--- config.mk ---
export PLATFORM = sky130hd
export DESIGN_NAME = logs_square_voice
export DESIGN_NICKNAME = d
export VERILOG_FILES = /design/src/rtl/logs_square_voice.sv
export SDC_FILE = /design/constraint.sdc
export NUM_CORES = 1
export LEC_CHECK = 0
export ABC_AREA = 1
export CORE_ASPECT_RATIO = 0.6
export CORE_MARGIN = 1.5
export CORE_UTILIZATION = 60
export DETAILED_ROUTE_END_ITERATION = 6
export PLACE_DENSITY = 0.95
export SKIP_CTS_REPAIR_TIMING = 1
export SYNTH_ARGS = -nofsm -noshare
export SYNTH_HDL_FRONTEND = slang
export SYNTH_SLANG_ARGS = --single-unit
--- constraint.sdc ---
create_clock -name clk -period 2.7 [get_ports clk]
set_input_delay 0.54 -clock clk [delete_from_list [all_inputs] [get_ports clk]]
set_output_delay 0.54 -clock clk [all_outputs]
set_load 0.05 [all_outputs]
--- src/rtl/logs_square_voice.sv ---
// Square-wave voice: one-deep command queue, tick-timed note lengths and a
// fixed silent gap between notes, driving one 1-bit line into the PWM mixer.
module logs_square_voice #(
  parameter int PW        = 16,
  parameter int LW        = 8,
  parameter int GAP_TICKS = 1
) (
  input  logic          clk,
  input  logic          reset,
  input  logic          tick,
  input  logic          cmd_valid,
  output logic          cmd_ready,
  input  logic [PW-1:0] cmd_period,
  input  logic [LW-1:0] cmd_len,
  output logic          audio_out,
  output logic          busy,
  output logic          note_done
);

  localparam int GW = (GAP_TICKS < 1) ? 1 : $clog2(GAP_TICKS + 1);

  typedef enum logic [1:0] {IDLE, PLAY, GAP} state_t;

  state_t        state, state_next;
  logic          pend_valid, pend_valid_next;
  logic [PW-1:0] pend_period, pend_period_next;
  logic [LW-1:0] pend_len, pend_len_next;
  logic [PW-1:0] act_period, act_period_next;
  logic [PW-1:0] phase, phase_next;
  logic [LW-1:0] remaining, remaining_next;
  logic [GW-1:0] gap_cnt, gap_cnt_next;
  logic          audio_next;
  logic          note_done_next;

  assign cmd_ready = !pend_valid && !reset;
  assign busy      = (state != IDLE) || pend_valid;

  always_ff @(posedge clk) begin
    if (reset) begin
      state       <= IDLE;
      pend_valid  <= 1'b0;
      pend_period <= '0;
      pend_len    <= '0;
      act_period  <= '0;
      phase       <= '0;
      remaining   <= '0;
      gap_cnt     <= '0;
      audio_out   <= 1'b0;
      note_done   <= 1'b0;
    end else begin
      state       <= state_next;
      pend_valid  <= pend_valid_next;
      pend_period <= pend_period_next;
      pend_len    <= pend_len_next;
      act_period  <= act_period_next;
      phase       <= phase_next;
      remaining   <= remaining_next;
      gap_cnt     <= gap_cnt_next;
      audio_out   <= audio_next;
      note_done   <= note_done_next;
    end
  end

  // Accept and IDLE-load never collide: accept needs pending empty, load needs it full.
  always_comb begin
    state_next       = state;
    pend_valid_next  = pend_valid;
    pend_period_next = pend_period;
    pend_len_next    = pend_len;
    act_period_next  = act_period;
    phase_next       = phase;
    remaining_next   = remaining;
    gap_cnt_next     = gap_cnt;
    audio_next       = audio_out;
    note_done_next   = 1'b0;

    if (cmd_valid && cmd_ready) begin
      pend_valid_next  = 1'b1;
      pend_period_next = cmd_period;
      pend_len_next    = cmd_len;
    end

    case (state)
      IDLE: begin
        audio_next = 1'b0;
        if (pend_valid) begin
          pend_valid_next = 1'b0;
          act_period_next = pend_period;
          remaining_next  = (pend_len == '0) ? LW'(1) : pend_len;
          phase_next      = '0;
          state_next      = PLAY;
        end
      end
      PLAY: begin
        // A note-ending tick overrides any phase toggle on the same edge.
        if (tick && remaining == LW'(1)) begin
          note_done_next = 1'b1;
          audio_next     = 1'b0;
          if (GAP_TICKS > 0) begin
            gap_cnt_next = GW'(GAP_TICKS);
            state_next   = GAP;
          end else begin
            state_next = IDLE;
          end
        end else begin
          if (tick) remaining_next = remaining - LW'(1);
          if (act_period == '0) begin
            audio_next = 1'b0;
          end else if (phase == act_period) begin
            phase_next = '0;
            audio_next = !audio_out;
          end else begin
            phase_next = phase + PW'(1);
          end
        end
      end
      GAP: begin
        audio_next = 1'b0;
        if (tick) begin
          gap_cnt_next = gap_cnt - GW'(1);
          if (gap_cnt == GW'(1)) state_next = IDLE;
        end
      end
      default: state_next = IDLE;
    endcase
  end

endmodule

==> summary by stage, run 1 <==
Yosys
By area the synthesized netlist is led by dfxtp_1, nand2_1, o21ai_0. The compound-cell area share of the yosys netlist is 15.15%. The post-synth net total is 547. Multiplexer cells account for 0% of the synthesized area. A synthesized cell averages 6.739 µm². Among all cell types in the netlist, the one instantiated most often is nand2_1. The largest family of logic cells by synthesized area is simple AND/OR/NAND/NOR gates.

After synthesis, flip-flops and latches occupy 40.30% of the total area. In the synthesized netlist, the number of instances is 516. The top cell type by area accounts for 40.30% of the synthesized area. The yosys synthesis warning count is 0.

By count the netlist is led by nand2_1, dfxtp_1, inv_1. Summing the areas of all and, or, nand and nor instances in the mapped netlist gives 31.31% of the synthesized area. Summing the areas of all fa, ha and maj instances in the mapped netlist gives 1.080% of the synthesized area. Summing every instance area after synthesis gives 3477 µm². The synthesized-area fraction occupied by xor and xnor cells is 2.015%. The predominant post-synthesis flop cell is dfxtp_1. After synthesis, the share of flip-flops with an asynchronous set or reset is 0%. Counting flops with a built-in enable in the synthesized netlist gives 0. The number of synthesized register bits is 70.

The top cell type by total area after synthesis is dfxtp_1. The count of cell types in the netlist is 33.

Critical path
Counting cells, the worst reg-to-reg path comes to 6. The endpoint identified for the worst register-to-register timing path is phase[11]. The signal on the critical path passes through nor2_1 > nand2_1 > clkdlybuf4s50_1. The reg-to-reg startpoint is state[1]. The type of the worst setup path is reg -> out.

The largest stage delay on the critical path is 0.82 ns. The nature of the critical path endpoint is a primary output. The worst setup slack for register-to-register paths is 0.73 ns.

The worst setup path is launched from a flip-flop. For the worst setup path, the data arrival time is 1.84 ns. Data on the critical path is required at its endpoint by 2.16 ns. Of all nets on the critical path, the largest fanout is 4. The slowest library cell on the worst path is clkdlybuf4s50_1.

Clocking
Counting the buffers created by CTS gives 9. Clock tree synthesis selected as its root buffer the cell clkbuf_8. The TritonCTS clock tree is built. The H-tree was split into 3 levels.

For this design, the sink count on the clock tree is 70. For the worst-skew pair, the clock arrives at the later sink with an insertion delay of 0.36 ns. The buffer depth of the longest clock path is 2. The clock-pin slew of the registers on the worst-case setup and hold paths is 0.07 ns.

Timing
The maximum achievable frequency is 419.3 MHz. The final period demand of the worst path is 2.385 ns. The number of max-slew violations in the final report is 0. The sum of negative setup slack is 0 ns. The number of hold violations in the final report is 0. Setup repair after global routing left no endpoint under its margin.

For the pin with the worst max-slew slack, the measured transition is 0.5964 ns. Setup violations remaining at the end of the flow were counted as 0. The final critical-path share of the clock period is 88.33%. The worst max-slew margin expressed relative to the limit is 60.10%.

The clock arrives with 0.01093 ns of skew.

Routing
The DRC violation total after the first TritonRoute iteration is 232. The remaining antenna violation count is 0. For this run, design rule violations remaining after detail routing come to 0. The average detailed-routed wire length per instance is 13.18 µm. The total wirelength of the detailed-routed design is 8280 µm. The final route contains 3,369 vias. The pre-antenna-repair detailed-routing pass consisted of 5 iterations. The per-cell via count in the routed design is 5.365.

Placement
Input and output buffers added on the ports amount to 31. The routability-driven placement congestion ratio is 0.9026. The HPWL reported at the end of detailed placement is 5882 µm. The total instance count after detailed placement is 612.

Final layout
The layout filler cell count is 464. The final layout contains 574 nets. Excluding fillers, the count of instances in the completed layout stands at 628. The repair_antennas step left the layout with diodes totalling 0. The fraction of layout cells with a size suffix above 1 is 7.117%. The synthesis-to-finish area growth is 15.65%.

Pwr
In this run, flip-flops and latches consume 46.6% of the power. Internal power comes to 0.001703 W. The logic gate share of total power is 20.9%. The worst-case IR drop observed on VDD is 0.4246 mV. The total net switching power is 0.0007993 W. The post-layout total power is 0.002502 W. The analysis attributes to cell leakage a power of 1.670 nW. The cell area power density is 622.2 nW/µm². Of the total power, the share spent switching nets is 31.94%. The fraction of power consumed by the clock network is 32.6%.

GRT
The first-pass GRT wire length is 13,860 µm. The initial antenna violation count is 0. The global routing met3 resource utilization is 9.060%. Global routing finished with a remaining overflow of 0. In the global route stage, met1 resource usage came out at 37.04%. The number of global-route vias before repair is 3,045. The layer with the highest usage after global routing is met2. The largest net degree at the start of global routing is 49.

Global routing used 48.03% of the available met2 tracks. Global routing used 29.40% of the available tracks.

Worst hold path
The worst hold path terminates at pend_period[1]. The critical hold path startpoint is pend_period[1]. The number of cells traversed by the worst hold path is 2. The tightest min-delay check is of the reg -> reg type.

Floorplan
For this configuration, the core starts out at a cell density of 62.42%. In this run the vertical extent of the chip is 61.97 µm. The I/O pin count is 32. The row count is 21.

The floorplan step defined a die boundary enclosing 6276 µm². The floorplan step defined a core boundary enclosing 5570 µm². The die span in x is 101.3 µm.

Status
The run finished with clean final reports.

Run
Max-cap violations in this run came to 0.
-- power groups by stage --
stage / registers, W / logic (W) / clock network (W)
floorplan: 0.00118 / 0.000376 / 0
global placement: 0.00118 / 0.000483 / 0
detailed placement: 0.00119 / 0.000508 / 0
CTS: 0.00116 / 0.000515 / 0.000825
global route: 0.00117 / 0.000579 / 0.000869
finish: 0.00116 / 0.000522 / 0.000815
-- per-stage QoR --
stage | area [µm²] | utilization, % | setup WS (ns) | hold WS (ns)
finish | 4021 | 72.19 | 0.3151 | 0.4830
global route | 4021 | 72.19 | 0.2400 | 0.5041
CTS | 4021 | 72.19 | 0.2987 | 0.4823
detailed placement | 3827 | 68.71 | 0.2731 | 0.4714
global placement | 3827 | 68.71 | 0.3955 | 0.4631
floorplan | 3477 | - | 0.7786 | 0.4455
-- state kept, by name (all words and copies together), names as in the netlist --
| name | cells |
|---|---|
| act_period | 16 |
| pend_period | 16 |
| phase | 16 |
| pend_len | 8 |
| remaining | 8 |
| state | 2 |
| audio_out | 1 |
| gap_cnt | 1 |
| note_done | 1 |
| pend_valid | 1 |
-- worst max-delay path, delay by kind of cell, from the launching register on --
family                 cells  cell delay (ns)
buffers and inverters      1             0.82
DFF                        1             0.48
and+or+nand+nor            2             0.19
-- cell usage in the layout, fill, tap and decap left out, types with 3 or more instances in the layout --
master and instances:
a21oi_1 32, buf_4 3, clkbuf_8 12, clkdlybuf4s50_1 30
dfxtp_1 70, ha_1 3, inv_1 63, nand2_1 155
nand2_2 5, nand3_1 13, nand4_1 14, nor2_1 54
nor3_1 5, o21ai_0 49, o31ai_1 8, xor2_1 8
-- worst max-delay path by stage --
stage | from | to | slack [ns] | cells after the start
global route | state[1] | busy | 0.24 | 3
floorplan | reset | cmd_ready | 0.78 | 2
CTS | state[1] | busy | 0.30 | 3
detailed placement | tick | phase[11] | 0.27 | 11
finish | state[1] | busy | 0.32 | 3
global placement | tick | phase[13] | 0.40 | 11
-- logic make-up after synthesis --
| kind of cell | count (synthesis) |
|---|---|
| xor gates and xnor gates | 8 |
| adders and majority gates | 3 |
| AOI/OAI and AO/OA | 96 |
| buffers and inverters | 85 |
| and+or+nand+nor | 254 |
| DFF | 70 |
-- final cells by class --
class | count | area [µm²] | share of cell area [%]
inverters | 67 | 255.2 | 6.347
clock buffers | 12 | 165.2 | 4.107
multi-input cells | 361 | 1728 | 42.97
repair buffers | 34 | 342.8 | 8.525
well taps | 80 | 100.1 | 2.489
clock inverters | 4 | 28.78 | 0.7156
flip-flops and latches | 70 | 1401 | 34.85
-- per-layer routing --
layer	vias to the layer above	part of all wire (%)
met5	-	0
met4	0	2.0
met3	19	8.5
met2	144	44
met1	1515	45
li1	1691	-
No activity file was read; power rests on OpenSTA's default activity.
==> run 2, diff against run 1 <==
Settings changed: PLACE_DENSITY 0.95 to 0.83.
==> run 2 against run 1 <==
  * Combinational power decreased by 0.8%
  * Die area is the same
  * Setup slack better by 0.029 ns
  * Via count is 1.9% lower
  * Fmax rose by 1.2%
  * Register-to-register slack hardly changed
  * Global-route usage is 1.8 points lower
  * Highest routed layer unchanged
==> summary by stage, run 2 (synthesized netlist as in run 1, its figures left out) <==
Final layout
The repair_antennas step left the layout with diodes totalling 0. In the final layout, the share of cells above drive strength 1 is 6.752%. In the final layout, the registers with the most flip-flops are act_period: 16 flops, pend_period: 16 flops, phase: 16 flops. The final layout contains 574 nets. The final design utilization is 72.55%. The synthesis-to-finish area growth is 16.23%. The cell area after layout is 4041 µm². The top cell types in the final layout, fill and taps aside, are nand2_1, dfxtp_1, inv_1. Leaving out fill and tap cells, the most frequent cell in the layout is nand2_1.

Worst hold path
The tightest min-delay check is of the reg -> reg type.

Clocking
Clock-pin slew was measured on the worst setup and hold paths at 0.07 ns. No sink is reached through more buffers than the 2 on the longest clock path. The H-tree was split into 3 levels. For the worst-skew pair, the clock arrives at the later sink with an insertion delay of 0.35 ns. TritonCTS built the clock tree.

Counting every sink on the clock net gives 70. The number of clock buffers added by TritonCTS is 9. The root buffer cell is clkbuf_8.

Routing
The per-cell via count in the routed design is 5.263. The DRC violation total after the first TritonRoute iteration is 212. The remaining antenna violation count is 0. Dividing the detail-routed wire length by the instance count gives 12.26 µm. The total wirelength of the detailed-routed design is 7699 µm. For this block, the via count after detailed routing is 3,305. For this run, the detailed router's first-pass iteration total came to 5. In the routed design, unresolved DRC markers number 0.

Pwr
In this run the power density over the cells is 628.0 nW/µm². The sequential share of power is 45.8%. The highest ir drop seen on vdd is 0.3395 mV. In this run switching power makes up 30.15% of total power. The fraction of power consumed by the clock network is 33.7%. The analysis attributes to cell leakage a power of 1.679 nW. Cell internal power was estimated by the tool at 0.001773 W. The logic gate share of total power is 20.4%. Summed over all nets, the switching power comes to 0.0007653 W.

GRT
After global routing the overflow that remains totals 0. In the global route stage, overall resource usage came out at 27.65%. The largest net degree at the start of global routing is 49. For met3 alone, demand over resource in global routing was 7.383%.

The met2 layer usage reported by global route is 43.14%. The met1 track demand over resource in global routing is 37.95%. The initial antenna violation count is 0. The number of global-route vias before repair is 2,831. The first-pass GRT wire length is 13,080 µm. After global routing, the most crowded layer is met2.

Timing
The number of hold violations in the final report is 0. The maximum achievable frequency is 424.5 MHz. The final clock skew is 0.006735 ns. The worst-margin pin slew is 0.5939 ns. The sum of negative setup slack is 0 ns. The number of max-slew violations in the final report is 0. Setup repair after global routing left no endpoint under its margin. The worst max-slew margin expressed relative to the limit is 60.26%.

The setup violation total in the final timing report is 0. The final period demand of the worst path is 2.356 ns. The worst path uses 87.24% of the clock period.

Hold is met by 0.4793 ns.

Floorplan
The row count is 21. The initial utilization of the core area, before any placement, comes to 62.42%. 32 I/O pins were placed. The floorplan step set the die height to 61.97 µm. The core area is 5570 µm². From left edge to right edge, the die measures 101.3 µm.

The floorplan step defined a die boundary enclosing 6276 µm².

Critical path
The worst register-to-register path begins at state[1]. In this run the register-to-register setup slack is 0.72 ns. The highest net fanout along the worst path is 4. The worst setup path is of the reg -> out kind.

STA puts the critical path data arrival time at 1.82 ns. The critical path launch point is state[1]. The data required time at the worst endpoint is 2.16 ns.

The nature of the critical path endpoint is a primary output. For the worst flop-to-flop path, the logic depth is 6. STA classifies the critical path startpoint as a flip-flop.

The capture point of the worst reg-to-reg path is phase[2]. The capture point of the worst path is busy.

Placement
The port buffer count is 31. After detailed placement, the total cell area comes to 3840 µm². The routability-driven placement congestion ratio is 0.8730.

After legalization and detailed placement, the total HPWL measured 5557 µm.

Run
The tool flagged a number of max-cap violations equal to 0.

Status
The flow ran to the end, and the final reports show no timing, DRC or antenna violations.
==> run 2: critical path, cell delays in order, from the launching register on <==
cell and delay [ns]:
dfxtp_1 0.48, nor2_1 0.11, nand2_1 0.07, clkdlybuf4s50_1 0.81
==> run 2: cell type report <==
type / count / area, µm²
Fill cell: 440 / 1529
Sequential cell: 70 / 1401
Tap cell: 80 / 100.1
Multi-Input combinational cell: 361 / 1728
Timing Repair Buffer: 34 / 355.3
Inverter: 67 / 255.2
Clock inverter: 3 / 42.54
Clock buffer: 13 / 158.9
==> run 2: per-layer routing <==
metal / vias to the layer above / part of all wire, %
met4: 0 / 1.5
met2: 130 / 42
met5: - / 0
li1: 1696 / -
met1: 1465 / 48
met3: 14 / 8.6
==> run 2: how the worst min path moves through the flow <==
stage                    from        endpoint  slack [ns]  cells past startpoint
2_1_floorplan     pend_len[0]     pend_len[0]        0.45                      2
3_3_place_gp     remaining[7]    remaining[7]        0.46                      2
3_5_place_dp   pend_period[5]  pend_period[5]        0.47                      2
4_1_cts        pend_period[4]  pend_period[4]        0.48                      2
5_1_grt        pend_period[1]  pend_period[1]        0.49                      2
6_report       pend_period[5]  pend_period[5]        0.48                      2
==> run 2: power by group through the flow <==
| stage | Combinational, W | Clock (W) | Sequential, W |
|---|---|---|---|
| final | 0.000518 | 0.000857 | 0.00116 |
| after floorplan | 0.000376 | 0 | 0.00118 |
| after CTS | 0.000514 | 0.000864 | 0.00116 |
| after detailed placement | 0.000507 | 0 | 0.00118 |
| after global routing | 0.000587 | 0.000917 | 0.00117 |
| after global placement | 0.000495 | 0 | 0.00118 |
==> run 2: through the flow <==
stage | std cells | worst slack, ns | power (W)
after floorplan | 516 | 0.7786 | 0.001554
after global placement | 612 | 0.3382 | 0.001676
after detailed placement | 612 | 0.2364 | 0.001690
after CTS | 628 | 0.3267 | 0.002539
after global routing | 628 | 0.2777 | 0.002675
final | 628 | 0.3445 | 0.002538
==> run 3, diff against run 2 <==
Settings changed: SLEW_MARGIN set to 10.
==> results of run 3 <==
Final layout, timing and power as in run 2 (identical DEF).
